$ cat config.mk
export PLATFORM = sky130hd
export DESIGN_NAME = muldiv_seq_flat
export DESIGN_NICKNAME = d
export VERILOG_FILES = /design/src/rtl/muldiv_seq_if.sv /design/src/rtl/muldiv_seq.sv /design/src/flat_wrapper.sv
export SDC_FILE = /design/constraint.sdc
export NUM_CORES = 1
export LEC_CHECK = 0
export ABC_CLOCK_PERIOD_IN_PS = 5600
export CORE_MARGIN = 10
export CORE_UTILIZATION = 54
export CTS_CLUSTER_DIAMETER = 30
export CTS_CLUSTER_SIZE = 20
export DETAILED_ROUTE_END_ITERATION = 16
export DONT_BUFFER_PORTS = 1
export GPL_TIMING_DRIVEN = 0
export PLACE_DENSITY = 0.69
export SKIP_CTS_REPAIR_TIMING = 1
export SLEW_MARGIN = 15
export SYNTH_ARGS = -nofsm -noshare
export SYNTH_HDL_FRONTEND = slang
export SYNTH_SLANG_ARGS = --single-unit
export TNS_END_PERCENT = 100
$ cat constraint.sdc
create_clock -name clk -period 5.6 [get_ports clk]
set_input_delay 1.12 -clock clk [delete_from_list [all_inputs] [get_ports clk]]
set_output_delay 1.12 -clock clk [all_outputs]
set_load 0.02 [all_outputs]
$ cat src/rtl/muldiv_seq_if.sv
// Request/response bundle between the execute stage and the iterative
// multiply/divide sequencer.
interface muldiv_seq_if #(
    parameter int XLEN = 32
);
    logic            flush;
    logic            req_valid;
    logic            req_ready;
    logic [2:0]      req_funct3;
    logic [XLEN-1:0] req_a;
    logic [XLEN-1:0] req_b;
    logic            resp_valid;
    logic            resp_ready;
    logic [XLEN-1:0] resp_data;
    logic            busy;

    modport master (
        output flush, req_valid, req_funct3, req_a, req_b, resp_ready,
        input  req_ready, resp_valid, resp_data, busy
    );

    modport slave (
        input  flush, req_valid, req_funct3, req_a, req_b, resp_ready,
        output req_ready, resp_valid, resp_data, busy
    );
endinterface

$ cat src/rtl/muldiv_seq.sv
// Iterative RV32M multiply/divide: radix-2 shift-add multiply and restoring
// divide on magnitudes, XLEN iterations. Optional MULDIV_EARLY_OUT_EN skips
// the iterations for zero operands.
module muldiv_seq #(
    parameter int XLEN = 32
) (
    input  logic         clk,
    input  logic         rst_n,
    muldiv_seq_if.slave  bus
);
    localparam int CNT_W = (XLEN > 1) ? $clog2(XLEN) : 1;

    typedef enum logic [1:0] {IDLE, CALC, FIX, DONE} state_t;

    state_t              r_state;
    state_t              w_state_next;
    logic [CNT_W-1:0]    r_count;
    logic                r_resp_valid;
    logic [XLEN-1:0]     r_resp_data;

    logic [2:0]          r_f3;
    logic                r_sa;
    logic                r_sb;
    logic                r_b_zero;
    logic [XLEN-1:0]     r_mcand;
    logic [2*XLEN-1:0]   r_acc;

    function automatic logic [XLEN-1:0] f_cond_neg(input logic neg, input logic [XLEN-1:0] v);
        return neg ? ((~v) + XLEN'(1)) : v;
    endfunction

    function automatic logic [2*XLEN-1:0] f_cond_neg_wide(input logic neg, input logic [2*XLEN-1:0] v);
        return neg ? ((~v) + (2*XLEN)'(1)) : v;
    endfunction

    logic w_accept;
    logic w_is_div_in;
    logic w_sa_in;
    logic w_sb_in;
    logic w_b_zero_in;

    assign w_accept    = bus.req_valid & (r_state == IDLE) & ~bus.flush;
    assign w_is_div_in = bus.req_funct3[2];
    // MUL low half is sign-agnostic, so it is run as unsigned.
    assign w_sa_in     = bus.req_a[XLEN-1] &
                         (w_is_div_in ? ~bus.req_funct3[0]
                                      : ((bus.req_funct3[1:0] == 2'b01) || (bus.req_funct3[1:0] == 2'b10)));
    assign w_sb_in     = bus.req_b[XLEN-1] &
                         (w_is_div_in ? ~bus.req_funct3[0] : (bus.req_funct3[1:0] == 2'b01));
    assign w_b_zero_in = (bus.req_b == '0);

    logic w_early;
    logic [XLEN-1:0] w_early_data;

`ifdef MULDIV_EARLY_OUT_EN
    assign w_early = w_accept & (w_b_zero_in | (~w_is_div_in & (bus.req_a == '0)));
    always_comb begin
        w_early_data = '0;
        if (w_is_div_in)
            w_early_data = bus.req_funct3[1] ? bus.req_a : '1;
    end
`else
    assign w_early      = 1'b0;
    assign w_early_data = '0;
`endif

    // Multiply step: conditionally add multiplicand to the upper half, shift right.
    logic [XLEN:0]     w_mul_sum;
    logic [2*XLEN-1:0] w_mul_next;
    assign w_mul_sum  = {1'b0, r_acc[2*XLEN-1:XLEN]} + {1'b0, {XLEN{r_acc[0]}} & r_mcand};
    assign w_mul_next = {w_mul_sum, r_acc[XLEN-1:1]};

    // Divide step: shift {rem, quot} left, trial-subtract, restore on borrow.
    logic [XLEN:0]     w_rem_sh;
    logic              w_div_ge;
    logic [XLEN-1:0]   w_div_sub;
    logic [2*XLEN-1:0] w_div_next;
    assign w_rem_sh   = r_acc[2*XLEN-1:XLEN-1];
    assign w_div_ge   = (w_rem_sh >= {1'b0, r_mcand});
    assign w_div_sub  = w_rem_sh[XLEN-1:0] - r_mcand;
    assign w_div_next = {(w_div_ge ? w_div_sub : w_rem_sh[XLEN-1:0]), r_acc[XLEN-2:0], w_div_ge};

    logic [2*XLEN-1:0] w_prod;
    logic [XLEN-1:0]   w_quot;
    logic [XLEN-1:0]   w_rem;
    logic [XLEN-1:0]   w_fix_data;
    assign w_prod = f_cond_neg_wide(r_sa ^ r_sb, r_acc);
    // b_zero keeps a divide-by-zero quotient at all ones regardless of signs.
    assign w_quot = f_cond_neg((r_sa ^ r_sb) & ~r_b_zero, r_acc[XLEN-1:0]);
    assign w_rem  = f_cond_neg(r_sa, r_acc[2*XLEN-1:XLEN]);

    always_comb begin
        w_fix_data = w_prod[2*XLEN-1:XLEN];
        if (r_f3[2])
            w_fix_data = r_f3[1] ? w_rem : w_quot;
        else if (r_f3[1:0] == 2'b00)
            w_fix_data = w_prod[XLEN-1:0];
    end

    always_comb begin
        w_state_next = r_state;
        unique case (r_state)
            IDLE: if (w_accept) w_state_next = w_early ? DONE : CALC;
            CALC: if (r_count == CNT_W'(XLEN-1)) w_state_next = FIX;
            FIX:  w_state_next = DONE;
            DONE: if (bus.resp_ready) w_state_next = IDLE;
            default: w_state_next = IDLE;
        endcase
        if (bus.flush)
            w_state_next = IDLE;
    end

    always_ff @(posedge clk or negedge rst_n) begin
        if (!rst_n)
            r_state <= IDLE;
        else
            r_state <= w_state_next;
    end

    always_ff @(posedge clk or negedge rst_n) begin
        if (!rst_n)
            r_count <= '0;
        else if ((r_state == CALC) && !bus.flush)
            r_count <= r_count + CNT_W'(1);
        else
            r_count <= '0;
    end

    always_ff @(posedge clk or negedge rst_n) begin
        if (!rst_n) begin
            r_resp_valid <= 1'b0;
            r_resp_data  <= '0;
        end else begin
            r_resp_valid <= (w_state_next == DONE);
            if ((r_state == FIX) && !bus.flush)
                r_resp_data <= w_fix_data;
            else if (w_early)
                r_resp_data <= w_early_data;
        end
    end

    // Operand datapath: loaded at accept, stepped each CALC cycle.
    always_ff @(posedge clk) begin
        if (w_accept) begin
            r_f3     <= bus.req_funct3;
            r_sa     <= w_sa_in;
            r_sb     <= w_sb_in;
            r_b_zero <= w_b_zero_in;
            r_mcand  <= f_cond_neg(w_sb_in, bus.req_b);
            r_acc    <= {{XLEN{1'b0}}, f_cond_neg(w_sa_in, bus.req_a)};
        end else if (r_state == CALC) begin
            r_acc <= r_f3[2] ? w_div_next : w_mul_next;
        end
    end

    assign bus.req_ready  = (r_state == IDLE);
    assign bus.busy       = (r_state != IDLE);
    assign bus.resp_valid = r_resp_valid;
    assign bus.resp_data  = r_resp_data;
endmodule
$ cat src/flat_wrapper.sv
// flat-port wrapper written by rule: the top's interface ports become plain ports
module muldiv_seq_flat 
#(
    parameter int XLEN = 32
)
  (clk, rst_n, bus_flush, bus_req_valid, bus_req_funct3, bus_req_a, bus_req_b, bus_resp_ready, bus_req_ready, bus_resp_valid, bus_resp_data, bus_busy);
  muldiv_seq_if #(.XLEN(XLEN)) bus_i ();
  input  logic clk;
  input  logic rst_n;
  input wire logic [$bits(bus_i.flush)-1:0] bus_flush;
  input wire logic [$bits(bus_i.req_valid)-1:0] bus_req_valid;
  input wire logic [$bits(bus_i.req_funct3)-1:0] bus_req_funct3;
  input wire logic [$bits(bus_i.req_a)-1:0] bus_req_a;
  input wire logic [$bits(bus_i.req_b)-1:0] bus_req_b;
  input wire logic [$bits(bus_i.resp_ready)-1:0] bus_resp_ready;
  output wire logic [$bits(bus_i.req_ready)-1:0] bus_req_ready;
  output wire logic [$bits(bus_i.resp_valid)-1:0] bus_resp_valid;
  output wire logic [$bits(bus_i.resp_data)-1:0] bus_resp_data;
  output wire logic [$bits(bus_i.busy)-1:0] bus_busy;
  assign bus_i.flush = bus_flush;
  assign bus_i.req_valid = bus_req_valid;
  assign bus_i.req_funct3 = bus_req_funct3;
  assign bus_i.req_a = bus_req_a;
  assign bus_i.req_b = bus_req_b;
  assign bus_i.resp_ready = bus_resp_ready;
  assign bus_req_ready = bus_i.req_ready;
  assign bus_resp_valid = bus_i.resp_valid;
  assign bus_resp_data = bus_i.resp_data;
  assign bus_busy = bus_i.busy;
  muldiv_seq #(.XLEN(XLEN)) u_core (.clk(clk), .rst_n(rst_n), .bus(bus_i));
endmodule
==> metrics.md <==
| Metric | Value |
|---|---|
| Setup CP Type | `reg2reg` |
| Hold Path Class | `in2async` |
| Slew Viols, Final | `0` |
| Syn nets | `1987` |
| Synth Area in Simple Gates | `19.7%` |
| DRT Pass-1 Iters | `6` |
| Number of global-route vias before repair | `13300` |
| Adder-cell share of the synthesized area | `6.52%` |
| Ys async rst share | `28.2%` |
| Area grow syn2layout | `7.12%` |
| Crit-path cells | `inv_1, clkbuf_1, nor2_1, fa_1, a211oi_1, nor4_1, a211oi_1, o211ai_1, a221o_1, a21bo_2, a2111oi_0, o21ai_0` |
| Setup WS post-layout | `0.582 ns` |
| Die area | `33200 µm²` |
| Clk slew on worst S/H paths | `0.07 ns` |
| Top post-synthesis cells by area | `edfxtp_1 (15%), xnor2_1 (7.6%), dfrtp_1 (7.0%)` |
| Fin. Hold Viols | `0` |
| Core area | `26000 µm²` |
| Largest family of logic cells by synthesized area | `compound AO/OA/AOI/OAI gates` |
| Power Density | `409 nW/µm²` |
| Total power | `6.23 mW` |
| RSZ-0062 raised after global routing | `no` |
| Crit start category | `register` |
| Slew HR | `27.9%` |
| Clock buffer depth | `2` |
| WP data arrival | `5.32 ns` |
| Gpl congestion | `1.01` |
| Final period util | `89.6%` |
| Post-detailed-route count of antenna-violating nets | `0` |
| CTS tree | `done` |
| Vias after detailed routing | `14300` |
| Most common cell after layout, fill and taps aside | `nor2_1` |
| DR WL/cell | `23.1 µm` |
| Endpoint kind of the worst setup timing path | `register` |
| Yosys cell types | `76` |
| Initial antenna violation count | `1` |
| Register Area | `3740 µm²` |
| IO Count | `107` |
| Syn. warnings | `0` |
| Finished Layout Cells | `2210` |
| Max-cap violation count | `0` |
| GRT overflow | `0` |
| Complex-gate fraction of the synthesized area | `24.7%` |
| Total CTS buffers | `17` |
| Post-synthesis register bit count | `142` |
| Number of synthesized flops with an enable pin | `70` |
| Syn Area/Cell | `7.72 µm²` |
| Synthesized cell area | `14200 µm²` |
| Clock root cell | `clkbuf_16` |
| Nets | `2007` |
| Detail Placement HPWL | `39.9 mm` |
| Clk sinks | `142` |
| Final setup TNS | `0 ns` |
| Area leader, netlist | `edfxtp_1` |
| Chip height | `182 µm` |
| Area fraction of the dominant cell type after synthesis | `14.8%` |
| Fin util | `58.7%` |
| Final setup vio count | `0` |
| H-tree depth | `4` |
| Fill count | `2530` |
| Leakage | `6.02 nW` |
| Mux contribution to synthesized area | `3.22%` |
| Worst path most repeated cell | `a211oi_1` |
| Layout cell share with drive strength beyond 1 | `4.05%` |
| Starting Density | `54.8%` |
| Critical Path Max Stage Delay | `0.60 ns` |
| Final Skew | `0.0149 ns` |
| Post-route minimum period | `5.02 ns` |
| Max FO, Critical Path | `10` |
| Pin count of the biggest net entering global routing | `41` |
| Multi-input logic area | `9740 µm²` |
| Dpl cells | `2178` |
| Synth Instances | `1842` |
| Fmax | `199 MHz` |
| Die Wd | `182 µm` |
| Port Buffer Count | `0` |
| DRC | `0` |
| Clk_lat worst skew | `0.44 ns` |
| Seq/Total Area, Yosys | `26.3%` |
| Global-route wire length before repair | `77.4 mm` |
| Status | `finished, final reports clean` |
| Xor-xnor portion of the synthesized cell area | `14.3%` |
| Worst-Margin Slew | `1.08 ns` |
| Leading cell types in the layout, fill and taps excluded | `nor2_1 (196), nand2_1 (192), a21oi_1 (154)` |
| Worst EP required | `5.90 ns` |
| Worst vdd ir | `0.292 mV` |
| Number of diodes | `0` |
| Main flop type after synthesis | `edfxtp_1` |
| Place WS | `0.771 ns` |
| Gr usage total | `29.5%` |
| Initial DRC count | `1696` |
| Post-Route WL | `51.1 mm` |
| Via/cell ratio | `6.47` |
| Slowest-stage cell, CP | `a211oi_1` |
| Row count | `59` |
==> report_power, final <==
group | internal (mW) | total, mW | switching, mW | leakage [nW]
clock | 0.590 | 1.14 | 0.554 | 0.272
sequential | 1.28 | 1.57 | 0.291 | 1.47
combinational | 1.29 | 3.52 | 2.22 | 4.27
total | 3.16 | 6.23 | 3.07 | 6.02
==> layout make-up <==
| type | count | area share, % |
|---|---|---|
| Sequential cell | 142 | 24.6 |
| Timing Repair Buffer | 1 | 0.131 |
| Clock buffer | 17 | 2.79 |
| Clock inverter | 15 | 0.928 |
| Multi-Input combinational cell | 1508 | 63.9 |
| Tap cell | 335 | 2.75 |
| Buffer | 133 | 3.51 |
| Inverter | 59 | 1.45 |
==> cells in the mapped netlist (6+ instances only) <==
cell / count
o31ai_1: 20
mux2i_1: 39
or4_1: 16
o21a_1: 14
o211ai_1: 34
nor4_1: 23
a2111oi_0: 7
mux2_2: 6
o41ai_1: 7
a21oi_1: 154
nor2b_1: 16
o21ai_0: 151
nor3_1: 41
a21o_1: 30
dfrtp_1: 40
nand2_1: 192
a22oi_1: 11
xnor2_1: 124
nand3_1: 32
and2_1: 9
o21ai_1: 10
edfxtp_1: 70
or3_1: 17
nor2_1: 196
ha_1: 71
clkbuf_1: 117
inv_1: 58
xor2_1: 108
nand2b_1: 14
a31oi_1: 10
o221ai_1: 8
a211oi_1: 40
nand4_1: 14
and3_1: 12
dfxtp_1: 32
==> per-stage QoR <==
step | hold slack (ns) | cell area, µm²
finish | 0.366 | 15200
detailed placement | 0.463 | 14700
global placement | 0.455 | 14600
floorplan | 0.438 | 14200
global route | 0.360 | 15200
CTS | 0.362 | 15200
==> cell families (layout without fill, tap and decap cells) <==
| family | count (synthesis) | after routing |
|---|---|---|
| mux | 45 | 45 |
| fa+ha+maj | 73 | 73 |
| buf+inv | 192 | 225 |
| simple gates | 605 | 605 |
| flops | 142 | 142 |
| compound gates | 553 | 553 |
| xor+xnor | 232 | 232 |
==> per-layer routing <==
layer	global-route usage [%]	vias up	wire length, µm	part of all wire [%]
met4	9.34	0	1630	3.2
li1	-	6679	-	-
met3	8.66	115	6210	12
met1	40.6	6720	21900	43
met2	43.2	780	21300	42
met5	0	-	0	0
==> critical path, delay by kind of cell, from the launching register on <==
| family | cells | cell delay, ns |
|---|---|---|
| simple gates | 2 | 0.29 |
| flops | 1 | 0.56 |
| fa+ha+maj | 1 | 0.48 |
| compound gates | 7 | 2.79 |
| buf+inv | 2 | 0.75 |
==> final timing paths <==
check	depth (start not counted)	slack, ns	from	end
worst min register to register	1	0.47	u_core.r_count[0]	u_core.r_count[0]
max in group asynchronous	0	5.14	rst_n	u_core.bus.resp_data[29]
worst min-delay path	0	0.37	rst_n	u_core.bus.resp_data[21]
worst max register to register	12	0.58	u_core.r_acc[0]	u_core.r_acc[63]
worst max-delay path	12	0.58	u_core.r_acc[0]	u_core.r_acc[63]
min in group clk	1	0.47	u_core.r_count[0]	u_core.r_count[0]
==> sequential cells by signal, summed over array words and instances, names as in the netlist <==
register	flops
u_core.r_acc	64
u_core.bus.resp_data	32
u_core.r_mcand	32
u_core.r_count	5
u_core.r_f3	3
u_core.r_state	2
u_core.bus.resp_valid	1
u_core.r_b_zero	1
u_core.r_sa	1
u_core.r_sb	1
Note: power is estimated with default switching activity, not from simulation.
